### config.mk
export PLATFORM = sky130hd
export DESIGN_NAME = booth_mul_ctrl_flat
export DESIGN_NICKNAME = d
export VERILOG_FILES = /design/src/rtl/booth_mul_ctrl_if.sv /design/src/rtl/booth_mul_ctrl.sv /design/src/flat_wrapper.sv
export SDC_FILE = /design/constraint.sdc
export NUM_CORES = 1
export LEC_CHECK = 0
export ABC_CLOCK_PERIOD_IN_PS = 21500
export CAP_MARGIN = 20
export CORE_MARGIN = 2
export CORE_UTILIZATION = 45
export CTS_CLUSTER_SIZE = 14
export DETAILED_ROUTE_END_ITERATION = 10
export PLACE_DENSITY = 0.69
export SYNTH_ARGS = -nofsm -noshare
export SYNTH_HDL_FRONTEND = slang
export SYNTH_HIERARCHICAL = 1
export SYNTH_SLANG_ARGS = --single-unit
### constraint.sdc
create_clock -name clk -period 21.5 [get_ports clk]
set_clock_uncertainty 0.2 [all_clocks]
set_input_delay 4.3 -clock clk [delete_from_list [all_inputs] [get_ports clk]]
set_output_delay 4.3 -clock clk [all_outputs]
set_load 0.1 [all_outputs]
### src/rtl/booth_mul_ctrl_if.sv
// rtl/booth_mul_ctrl_if.sv - operand/result handshake bundle for booth_mul_ctrl
//
// Purpose: groups the operand-side and result-side valid/ready handshakes of
// the Booth multiplier controller.
// Signals:
//   in_valid / in_ready   operand pair handshake (master -> slave)
//   mcand, mplier         signed W-bit operands
//   out_valid / out_ready product handshake (slave -> master)
//   product               signed 2W-bit product
//   busy                  controller is iterating
//   abort                 only with MUL_ABORT_EN: cancel the current operation
interface booth_mul_ctrl_if #(
  parameter int W = 32
);
  logic           in_valid;
  logic           in_ready;
  logic [W-1:0]   mcand;
  logic [W-1:0]   mplier;
  logic           out_valid;
  logic           out_ready;
  logic [2*W-1:0] product;
  logic           busy;
`ifdef MUL_ABORT_EN
  logic           abort;
`endif

  modport master (
`ifdef MUL_ABORT_EN
    output abort,
`endif
    output in_valid, mcand, mplier, out_ready,
    input  in_ready, out_valid, product, busy
  );

  modport slave (
`ifdef MUL_ABORT_EN
    input  abort,
`endif
    input  in_valid, mcand, mplier, out_ready,
    output in_ready, out_valid, product, busy
  );
endinterface

### src/rtl/booth_mul_ctrl.sv
// rtl/booth_mul_ctrl.sv - multi-cycle radix-2 Booth signed multiplier controller
//
// Purpose: accepts a signed operand pair, runs W radix-2 Booth iterations
// (one per clock) through a single W+1 bit ripple adder/subtractor, and
// presents the registered 2W-bit product until the consumer takes it.
// Ports:
//   clk    rising-edge clock
//   rst_n  asynchronous active-low reset
//   bus    booth_mul_ctrl_if.slave: in_valid/in_ready/mcand/mplier,
//          out_valid/out_ready/product, busy (and abort when enabled)
// Optional feature macro: MUL_ABORT_EN adds bus.abort, which cancels an
// operation in RUN or DONE and returns to IDLE with the product unchanged.

// Ripple-carry adder/subtractor; sub both inverts b and injects the carry-in.
module booth_addsub #(
  parameter int N = 33
) (
  input  logic [N-1:0] a,
  input  logic [N-1:0] b,
  input  logic         sub,
  output logic [N-1:0] s
);
  logic [N-1:0] b_eff;
  logic         carry;

  always_comb begin
    b_eff = b ^ {N{sub}};
    carry = sub;
    s     = '0;
    for (int i = 0; i < N; i++) begin
      s[i]  = a[i] ^ b_eff[i] ^ carry;
      carry = (a[i] & b_eff[i]) | (carry & (a[i] ^ b_eff[i]));
    end
  end
endmodule

module booth_mul_ctrl #(
  parameter int W = 32
) (
  input  logic             clk,
  input  logic             rst_n,
  booth_mul_ctrl_if.slave  bus
);
  localparam int CW = $clog2(W);

  typedef enum logic [1:0] {
    IDLE = 2'd0,
    RUN  = 2'd1,
    DONE = 2'd2
  } state_t;

  state_t         state, state_next;

  logic [W:0]     acc_a;
  logic [W:0]     m_reg;
  logic [W-1:0]   q_reg;
  logic           q_1;
  logic [CW-1:0]  count;
  logic [2*W-1:0] product_reg;

  logic           abort_req;
  logic           accept;
  logic           last_iter;
  logic           in_ready_c;
  logic           busy_c;
  logic           out_valid_c;

  logic           add_en;
  logic           sub;
  logic [W:0]     addsub_out;
  logic [W:0]     sum;
  logic [W:0]     a_nxt;
  logic [W-1:0]   q_nxt;
  logic           q1_nxt;

`ifdef MUL_ABORT_EN
  assign abort_req = bus.abort;
`else
  assign abort_req = 1'b0;
`endif

  // Abort in IDLE blocks acceptance on that edge.
  assign accept    = (state == IDLE) && bus.in_valid && !abort_req;
  assign last_iter = (count == CW'(W - 1));

  // Booth recoding: 01 adds M, 10 subtracts M, 00/11 pass A through.
  assign add_en = q_reg[0] ^ q_1;
  assign sub    = q_reg[0] & ~q_1;

  booth_addsub #(.N(W + 1)) u_addsub (
    .a   (acc_a),
    .b   (m_reg),
    .sub (sub),
    .s   (addsub_out)
  );

  assign sum = add_en ? addsub_out : acc_a;

  // Arithmetic shift right of {sum, Q, q_1}; sum MSB replicated.
  assign a_nxt  = {sum[W], sum[W:1]};
  assign q_nxt  = {sum[0], q_reg[W-1:1]};
  assign q1_nxt = q_reg[0];

  always_ff @(posedge clk or negedge rst_n) begin
    if (!rst_n) begin
      state <= IDLE;
    end else begin
      state <= state_next;
    end
  end

  always_comb begin
    state_next  = state;
    in_ready_c  = 1'b0;
    busy_c      = 1'b0;
    out_valid_c = 1'b0;
    case (state)
      IDLE: begin
        in_ready_c = 1'b1;
        if (accept) begin
          state_next = RUN;
        end
      end
      RUN: begin
        busy_c = 1'b1;
        if (abort_req) begin
          state_next = IDLE;
        end else if (last_iter) begin
          state_next = DONE;
        end
      end
      DONE: begin
        out_valid_c = 1'b1;
        if (abort_req || bus.out_ready) begin
          state_next = IDLE;
        end
      end
      default: begin
        state_next = IDLE;
      end
    endcase
  end

  always_ff @(posedge clk or negedge rst_n) begin
    if (!rst_n) begin
      acc_a       <= '0;
      m_reg       <= '0;
      q_reg       <= '0;
      q_1         <= 1'b0;
      count       <= '0;
      product_reg <= '0;
    end else begin
      if (accept) begin
        m_reg <= {bus.mcand[W-1], bus.mcand};
        acc_a <= '0;
        q_reg <= bus.mplier;
        q_1   <= 1'b0;
        count <= '0;
      end else if (state == RUN && !abort_req) begin
        acc_a <= a_nxt;
        q_reg <= q_nxt;
        q_1   <= q1_nxt;
        count <= count + 1'b1;
        if (last_iter) begin
          // Top bit of the widened accumulator is pure sign and is dropped.
          product_reg <= {a_nxt[W-1:0], q_nxt};
        end
      end
    end
  end

  assign bus.in_ready  = in_ready_c;
  assign bus.busy      = busy_c;
  assign bus.out_valid = out_valid_c;
  assign bus.product   = product_reg;
endmodule

### src/flat_wrapper.sv
// flat-port wrapper written by rule: the top's interface ports become plain ports
module booth_mul_ctrl_flat 
#(
  parameter int W = 32
)
  (clk, rst_n, bus_in_valid, bus_mcand, bus_mplier, bus_out_ready, bus_in_ready, bus_out_valid, bus_product, bus_busy);
  booth_mul_ctrl_if #(.W(W)) bus_i ();
  input  logic clk;
  input  logic rst_n;
  input wire logic [$bits(bus_i.in_valid)-1:0] bus_in_valid;
  input wire logic [$bits(bus_i.mcand)-1:0] bus_mcand;
  input wire logic [$bits(bus_i.mplier)-1:0] bus_mplier;
  input wire logic [$bits(bus_i.out_ready)-1:0] bus_out_ready;
  output wire logic [$bits(bus_i.in_ready)-1:0] bus_in_ready;
  output wire logic [$bits(bus_i.out_valid)-1:0] bus_out_valid;
  output wire logic [$bits(bus_i.product)-1:0] bus_product;
  output wire logic [$bits(bus_i.busy)-1:0] bus_busy;
  assign bus_i.in_valid = bus_in_valid;
  assign bus_i.mcand = bus_mcand;
  assign bus_i.mplier = bus_mplier;
  assign bus_i.out_ready = bus_out_ready;
  assign bus_in_ready = bus_i.in_ready;
  assign bus_out_valid = bus_i.out_valid;
  assign bus_product = bus_i.product;
  assign bus_busy = bus_i.busy;
  booth_mul_ctrl #(.W(W)) u_core (.clk(clk), .rst_n(rst_n), .bus(bus_i));
endmodule
### After elaboration in Yosys (flattened, before gate mapping)

Cells that the tools add are included.

| word-level totals | value |
|---|---|
| bits in registers | 169 |
| bits of input ports | 68 |
| output and inout bits | 67 |
| logic and storage cells | 202 |

| operators by class | value |
|---|---|
| $add $sub $neg | 1 |
| equality and inequality tests | 6 |
| multiplexer cells | 16 |
| bitwise logic cells | 167 |
| reductions and logical operators | 5 |

Operators with widths:

| operator | count |
|---|---|
| $mux W33 | 3 |
| $xor A1 B1 Y1 | 67 |
| $and A1 B1 Y1 | 65 |
| $mux W32 | 2 |
| $xor A33 B33 Y33 | 1 |
| $or A1 B1 Y1 | 32 |
| $mux W5 | 2 |
| $mux W2 | 3 |
| $pmux W2 S3 | 1 |
| $reduce_and A3 Y1 | 2 |
| $add A5 B1 Y5 const B | 1 |
| $eq A5 B5 Y1 const B | 1 |
| $mux W1 | 5 |
| $ne A2 B1 Y1 const B | 2 |
| $eq A2 B1 Y1 const B | 1 |
| $eq A2 B2 Y1 const B | 1 |
| $logic_not A2 Y1 | 1 |
| $ne A2 B2 Y1 const B | 1 |
| $not A1 Y1 | 2 |
| $reduce_bool A2 Y1 | 1 |
| $logic_and A1 B1 Y1 | 1 |

### Depth between registers and ports, before layout

Gate-level depths: netlist of the first run.

| depth | value |
|---|---|
| depth after elaboration | 72 |
| gate-level depth with buffers | 43 |
| gate-level depth less buffers | 41 |

### Hierarchy

The synthesis of the first run kept the hierarchy.

By module, submodules not included:

| module | instances | cells an instance | area an instance (um^2) | sequential area each (um^2) |
|---|---|---|---|---|
| booth_mul_ctrl | 1 | 633 | 6766.5 | 4204.0 |
| booth_addsub | 1 | 133 | 1233.7 | 0.0 |

### Worst setup path before layout of the first run

Ideal clock, no wire load.

| path | value |
|---|---|
| kind | register to register |
| start point | register u_core.q_reg[0] |
| end point | register u_core.product_reg[63] (netlist: u_core/bus.product[63]) |
| library setup time | 0.083 ns |
| data arrival time | 13.232 ns |
| required time | 21.217 ns |
| path slack | 7.985 ns |
| cell stages (with the launch flop) | 43 |
| path through | dfrtp_1 -> ha_1 -> buf_6 -> buf_8 -> xnor2_1 -> fa_1 -> fa_1 -> fa_1 -> fa_1 -> fa_1 -> fa_1 -> fa_1 -> fa_1 -> fa_1 -> fa_1 -> fa_1 -> fa_1 -> fa_1 -> [... 7 more ...] -> fa_1 -> fa_1 -> fa_1 -> fa_1 -> fa_1 -> fa_1 -> fa_1 -> fa_1 -> fa_1 -> fa_1 -> fa_1 -> fa_1 -> fa_1 -> xnor2_1 -> xnor2_1 -> nand2b_1 -> a21boi_0 -> o21ai_0 |

| on the way | value |
|---|---|
| cells in the longest elaborated chain, start to end | 69 |
| elaborated cells between the ends (all ways) | 134 |
| classes of those cells | 1 x mux; 133 x bitwise |

Ends and longest elaborated chain:

| element | RTL line | text |
|---|---|---|
| start, declared | booth_mul_ctrl.sv:56 | `logic [W-1:0] q_reg;` |
| start signal, assigned | booth_mul_ctrl.sv:156 | `q_reg <= bus.mplier;` |
| start signal, assigned | booth_mul_ctrl.sv:161 | `q_reg <= q_nxt;` |
| $and A1 B1 Y1 (*) | booth_mul_ctrl.sv:88 | `assign sub = q_reg[0] & ~q_1;` |
| net u_core.sub | booth_mul_ctrl.sv:69 | `logic sub;` |
| $xor A33 B33 Y33 | booth_mul_ctrl.sv:27 | `b_eff = b ^ {N{sub}};` |
| $xor A1 B1 Y1 | booth_mul_ctrl.sv:32 | `carry = (a[i] & b_eff[i]) \| (carry & (a[i] ^ b_eff[i]));` |
| $and A1 B1 Y1 | booth_mul_ctrl.sv:32 |  |
| $or A1 B1 Y1 | booth_mul_ctrl.sv:32 |  |
| $and A1 B1 Y1 | booth_mul_ctrl.sv:32 |  |
| $or A1 B1 Y1 | booth_mul_ctrl.sv:32 |  |
| [... 55 more ...] | - |  |
| $or A1 B1 Y1 | booth_mul_ctrl.sv:32 |  |
| $and A1 B1 Y1 | booth_mul_ctrl.sv:32 |  |
| $or A1 B1 Y1 | booth_mul_ctrl.sv:32 |  |
| $and A1 B1 Y1 | booth_mul_ctrl.sv:32 |  |
| $or A1 B1 Y1 | booth_mul_ctrl.sv:32 |  |
| $xor A1 B1 Y1 (*) | booth_mul_ctrl.sv:31 | `s[i] = a[i] ^ b_eff[i] ^ carry;` |
| net u_core.addsub_out[32] | booth_mul_ctrl.sv:70 | `logic [W:0] addsub_out;` |
| $mux W33 (*) | booth_mul_ctrl.sv:97 | `assign sum = add_en ? addsub_out : acc_a;` |
| end signal, assigned | booth_mul_ctrl.sv:166 | `product_reg <= {a_nxt[W-1:0], q_nxt};` |
| end, declared | booth_mul_ctrl.sv:59 | `logic [2*W-1:0] product_reg;` |

The timed path passes the listed nets; every way through them passes the cells marked *.
A chain may end at the register's enable or synchronous reset.

### Worst setup path in the final report of the first run

| path | value |
|---|---|
| start point | register u_core.q_1 |
| end point | register u_core.product_reg[63] (netlist: u_core/bus.product[63]) |

| on the way | value |
|---|---|
| cells in the longest elaborated chain, start to end | 70 |
| elaborated cells between the ends (all ways) | 135 |
| classes of those cells | 1 x mux; 134 x bitwise |

Ends and longest elaborated chain:

| element | RTL line | text |
|---|---|---|
| start, declared | booth_mul_ctrl.sv:57 | `logic q_1;` |
| start signal, assigned | booth_mul_ctrl.sv:162 | `q_1 <= q1_nxt;` |
| $not A1 Y1 (*) | booth_mul_ctrl.sv:88 |  |
| $and A1 B1 Y1 (*) | booth_mul_ctrl.sv:88 |  |
| net u_core.sub | booth_mul_ctrl.sv:69 |  |
| $xor A33 B33 Y33 | booth_mul_ctrl.sv:27 |  |
| $xor A1 B1 Y1 | booth_mul_ctrl.sv:32 |  |
| $and A1 B1 Y1 | booth_mul_ctrl.sv:32 |  |
| $or A1 B1 Y1 | booth_mul_ctrl.sv:32 |  |
| $and A1 B1 Y1 | booth_mul_ctrl.sv:32 |  |
| [... 56 more ...] | - |  |
| $or A1 B1 Y1 | booth_mul_ctrl.sv:32 |  |
| $and A1 B1 Y1 | booth_mul_ctrl.sv:32 |  |
| $or A1 B1 Y1 | booth_mul_ctrl.sv:32 |  |
| $and A1 B1 Y1 | booth_mul_ctrl.sv:32 |  |
| $or A1 B1 Y1 | booth_mul_ctrl.sv:32 |  |
| $xor A1 B1 Y1 (*) | booth_mul_ctrl.sv:31 |  |
| net u_core.addsub_out[32] | booth_mul_ctrl.sv:70 |  |
| $mux W33 (*) | booth_mul_ctrl.sv:97 |  |

Marked as above.

==> results.json, run 1 <==
{
  "status": "completed",
  "period_share_pct": 67.2,
  "synthesis.area_mm2": 0.00800,
  "rsz0062_at_grt": "no",
  "path_class": "flop to flop",
  "ys_seq_area_share_pct": 52.5,
  "max_freq_mhz": 69.2,
  "synth_commonest_cells": "200 x nand2_1, 168 x dfrtp_1, 66 x o21ai_0",
  "synthFlopType": "dfrtp_1",
  "hp-start": "u_core/bus.product[41]",
  "vias_per_cell": 4.97,
  "drv_slew": 0,
  "setup_viol": 0,
  "r2r-start": "u_core/q_1",
  "clkTransAtPathRegs_ns": 0.07,
  "drive_gt1_share_pct": 8.76,
  "vias": 5538,
  "routedWlPerCell_um": 14.9,
  "fp.dieArea_mm2": 0.0189,
  "tns_ns": 0,
  "critPathMaxStageDelay_ns": 0.44,
  "hpwl_um": 10500,
  "rrSetupSlack_ns": 7.06,
  "drc": 0,
  "async_flop_share_pct": 100,
  "holdPathEnd": "u_core/bus.product[41]",
  "synthTopCellsByArea": "dfrtp_1 53%, nand2_1 9.4%, fa_1 7.8%, mux2_2 4.4%, mux2i_1 4.3%",
  "worstReg2RegEnd": "u_core/bus.product[63]",
  "finalHoldViolations": 0,
  "cts_buffer_depth": 2,
  "cp.required_ns": 21.64,
  "period_minus_slack_ns": 14.44,
  "cts.sink_count": 168,
  "place_ws_ns": 7.15,
  "clockRootBuffer": "clkbuf_16",
  "synth_nets": 868,
  "ys_types": 33,
  "largest_reg_flops": 64,
  "yosys_register_bits": 168,
  "antenna-diode-count": 0,
  "critPathSlowestCell": "buf_4",
  "synth_top_area_share_pct": 52.5,
  "track_usage_pct": 19.2,
  "core_mm2": 0.0174,
  "stdcell_area_mm2": 0.0100,
  "path_buf_inv": 4,
  "setup_ws_ns": 7.06,
  "crit_fanout": 33,
  "cp-start-kind": "flop",
  "syn2layout_area_growth_pct": 25.6,
  "htreeDepth": 4,
  "placed_area_mm2": 0.00942,
  "die_y_um": 137,
  "firstDrtPassIters": 4,
  "globalRouteOverflowTotal": 0,
  "maxCapViolations": 0,
  "fin_cells": 1115,
  "cts_resized": 0,
  "cp.depth": 42,
  "grt_pass1_wl_um": 28100,
  "die_w_um": 137,
  "ant_nets": 0,
  "rows": 48,
  "yosysMostFrequentCell": "nand2_1",
  "clk_latency_ns": 0.42,
  "synthCells": 766,
  "synth_top_cell_by_area": "dfrtp_1",
  "portBuffers": 134,
  "yosysWarnings": 6,
  "cts_tree": "done",
  "reg2reg_depth": 42,
  "cpMostUsedCell": "fa_1",
  "cts_buffers": 17,
  "slew_headroom_pct": 30.6,
  "cp_top_family": "adder cells",
  "grt_pass1_vias": 5581,
  "min_path_cells": 2,
  "final_nets": 980,
  "tightest_slew_ns": 1.04,
  "post_cts_buffers": 0,
  "hp-class": "flop to flop",
  "ctsHoldBuffers": 0,
  "critPathCaptureType": "flop",
  "io_pins": 135,
  "grt_max_degree": 97,
  "synth_edf_count": 0,
  "drt_iter0_markers": 261,
  "antenna_found_initial": 0,
  "syn_area_per_cell_um2": 10.4,
  "gp_congestion": 0.733,
  "dp.cells": 1084,
  "start_util_pct": 46.1,
  "routed_wirelength_um": 16700,
  "worst_ep_arrival_time_ns": 14.58
}
==> area by class of cell <==
type	count	area [um^2]
Clock buffer	19	453
Sequential cell	168	4200
Multi-Input combinational cell	483	3280
Tap cell	225	282
Fill cell	1508	7310
Inverter	66	248
Timing Repair Buffer	142	1400
Clock inverter	12	175
==> cell usage in the layout (no fill, tap or decap), types with 2 or more instances in the layout <==
cell type and n:
nand3_1 33, o21ai_0 66, clkinv_4 2, clkbuf_16 17, mux2i_1 34, ha_1 2, buf_4 8, clkdlybuf4s50_1 133
xnor2_1 32, inv_1 65, a21oi_1 3, a22oi_1 31, bufinv_16 4, clkinv_2 3, fa_1 31, mux2_2 31
nand2_1 200, dfrtp_1 168, nand2b_1 2, clkbuf_8 2, xor2_1 2, clkinvlp_4 3
==> metal layers <==
metal | share of wire (%) | routed length, um | track usage [%] | up-vias
met5 | 0 | 0 | 0 | -
met4 | 1.3 | 215 | 5.27 | 0
met3 | 6.7 | 1120 | 7.58 | 18
met2 | 45 | 7530 | 28.8 | 122
met1 | 47 | 7790 | 26.1 | 2716
li1 | - | - | - | 2682
==> worst reg2reg max path: cells and delay by family, from the launching register on <==
family | cells | cell delay (ns)
AOI/OAI and AO/OA | 2 | 0.30
DFF | 1 | 0.36
adders and majority gates | 32 | 12.21
xor gates and xnor gates | 3 | 0.54
buffers and inverters | 4 | 0.64
and+or+nand+nor | 1 | 0.08
==> logic make-up after synthesis <==
kind of cell,after synthesis,share of synthesized area [%]
XOR/XNOR,35,3.93
adder cells (fa/ha/maj),34,8.23
AND/OR/NAND/NOR,242,12.2
buffers and inverters,115,6.62
flip-flops,168,52.5
multiplexers,65,8.62
AO/OA/AOI/OAI,107,7.88
==> how the worst max path moves through the flow <==
stage                    start                     end  slack [ns]
6_report            u_core/q_1  u_core/bus.product[63]        7.06
5_1_grt             u_core/q_1  u_core/bus.product[63]        6.60
4_1_cts             u_core/q_1  u_core/bus.product[63]        7.09
3_5_place_dp        u_core/q_1  u_core/bus.product[63]        7.15
3_3_place_gp        u_core/q_1  u_core/bus.product[63]        7.32
2_1_floorplan  u_core/q_reg[0]  u_core/bus.product[63]        7.99
==> per-stage QoR <==
stage | hold WS [ns] | util (%)
after global routing | 0.303 | 57.9
after detailed placement | 0.268 | 54.3
after global placement | 0.253 | 54.3
after CTS | 0.274 | 57.9
after floorplan | 0.237 | -
final | 0.277 | 57.9
Power of run 1 is left out: the tool's default activity adds up to more than one toggle a clock period on the data nets, which glitch-free logic cannot reach.
==> run 2: changes to the inputs <==
--- a/config.mk
+++ b/config.mk
@@ -5,13 +5,13 @@
 export SDC_FILE = /design/constraint.sdc
 export NUM_CORES = 1
 export LEC_CHECK = 0
-export ABC_CLOCK_PERIOD_IN_PS = 21500
+export ABC_CLOCK_PERIOD_IN_PS = 12600
 export CAP_MARGIN = 20
 export CORE_MARGIN = 2
 export CORE_UTILIZATION = 45
 export CTS_CLUSTER_SIZE = 14
 export DETAILED_ROUTE_END_ITERATION = 10
-export PLACE_DENSITY = 0.69
+export PLACE_DENSITY = 0.72
 export SYNTH_ARGS = -nofsm -noshare
 export SYNTH_HDL_FRONTEND = slang
 export SYNTH_HIERARCHICAL = 1
==> constraint.sdc (replaced) <==
create_clock -name clk -period 12.6 [get_ports clk]
set_clock_uncertainty 0.2 [all_clocks]
set_input_delay 2.52 -clock clk [delete_from_list [all_inputs] [get_ports clk]]
set_output_delay 2.52 -clock clk [all_outputs]
set_load 0.1 [all_outputs]
==> results.json, run 2 (same netlist as run 1, synthesis figures left out) <==
{
  "maxCapViolations": 0,
  "setup_viol": 0,
  "hold_slack_ns": 0.275,
  "rsz0062_at_grt": "yes",
  "clkTransAtPathRegs_ns": 0.06,
  "largest_reg_flops": 64,
  "die_y_um": 137,
  "globalRouteOverflowTotal": 0,
  "routedWlPerCell_um": 15.1,
  "cts_buffer_depth": 2,
  "ant_nets": 0,
  "tns_ns": 0,
  "start_util_pct": 46.1,
  "fillers": 1527,
  "cpMostUsedCell": "fa_2",
  "max_freq_mhz": 80.3,
  "drive_gt1_share_pct": 13.3,
  "reg2reg_depth": 40,
  "critPathCaptureType": "flop",
  "core_mm2": 0.0174,
  "rows": 48,
  "multi_input_area_mm2": 0.00339,
  "io_pins": 135,
  "vias": 5569,
  "path_buf_inv": 2,
  "drt_iter0_markers": 266,
  "gp_congestion": 0.743,
  "drc": 0,
  "status": "completed",
  "fp.dieArea_mm2": 0.0189,
  "ctsHoldBuffers": 0,
  "htreeDepth": 4,
  "hp-class": "flop to flop",
  "crit_fanout": 4,
  "cts_tree": "done",
  "antenna-diode-count": 0,
  "critPathSlowestCell": "dfrtp_1",
  "grt_max_degree": 92,
  "slew_headroom_pct": 30.0,
  "path_class": "flop to flop",
  "cts_buffers": 17,
  "final_cell_mix": "200 x nand2_1, 168 x dfrtp_1, 133 x clkdlybuf4s50_1, 65 x o21ai_0, 63 x inv_1",
  "cts.sink_count": 168,
  "firstDrtPassIters": 4,
  "worst_ep_arrival_time_ns": 12.54,
  "hpwl_um": 10700,
  "vias_per_cell": 4.96,
  "cp.depth": 40,
  "period_share_pct": 98.8,
  "tightest_slew_ns": 1.05,
  "portBuffers": 134,
  "min_path_cells": 2,
  "layout_commonest_cell": "nand2_1",
  "grt_pass1_wl_um": 28400,
  "cp.required_ns": 12.69,
  "period_minus_slack_ns": 12.45,
  "syn2layout_area_growth_pct": 26.6,
  "critPathMaxStageDelay_ns": 0.41,
  "grt_pass1_vias": 5711,
  "clk_latency_ns": 0.43,
  "cp-start-kind": "flop",
  "clockRootBuffer": "clkbuf_16",
  "cp_top_family": "adder cells",
  "die_w_um": 137,
  "final_nets": 986,
  "antenna_found_initial": 1,
  "routed_wirelength_um": 16900,
  "finalHoldViolations": 0,
  "ff_latch_area_mm2": 0.00420,
  "track_usage_pct": 19.4,
  "utilization_pct": 58.4,
  "drv_slew": 0
}
[run 2: area by class of cell]
cell class / instances / area share (%)
Sequential cell: 168 / 41.5
Tap cell: 225 / 2.78
Clock buffer: 19 / 4.37
Inverter: 66 / 2.45
Multi-Input combinational cell: 483 / 33.4
Timing Repair Buffer: 148 / 14.3
Clock inverter: 13 / 1.20
[run 2: final timing paths]
kind,slack [ns],startpoint,to
worst max-delay path,0.15,u_core/q_reg[0],u_core/bus.product[63]
worst min-delay path,0.28,u_core/bus.product[52],u_core/bus.product[52]
worst max register to register,0.15,u_core/q_reg[0],u_core/bus.product[63]
worst min register to register,0.28,u_core/bus.product[52],u_core/bus.product[52]
max in group asynchronous,8.74,rst_n,u_core/bus.product[21]
min in group asynchronous,1.96,rst_n,u_core/acc_a[21]
[run 2: layer usage]
metal | track usage (%) | part of all wire, % | up-vias
met2 | 31.1 | 46 | 122
met1 | 25.1 | 46 | 2728
met4 | 5.10 | 0.88 | 2
li1 | - | - | 2703
met5 | 0 | 0.077 | -
met3 | 6.77 | 6.4 | 14
[run 2: metrics by stage]
stage,instances,worst slack (ns),area (um^2)
after CTS,1121,0.0137,10100
after global routing,1122,-0.180,10100
after detailed placement,1089,-0.165,9510
after floorplan,766,0.0300,8060
final,1122,0.154,10100
after global placement,1089,-0.0116,9510
[run 2: repair_timing]
| item | in CTS | in global routing |
|---|---|---|
| buffers inserted | 0 | 1 |
| pin swaps | 1 | 2 |
| resized for setup | 5 | 9 |
| endpoints found under the setup margin | 2 | 4 |
[run 2: worst register-to-register path: cells and delay by family (launching register included)]
kind / cells / cell delay (ns)
simple gates: 1 / 0.11
xor+xnor: 3 / 0.42
flops: 1 / 0.41
compound gates: 2 / 0.27
fa+ha+maj: 32 / 10.78
buf+inv: 2 / 0.11
Power of run 2 is left out for the same reason.
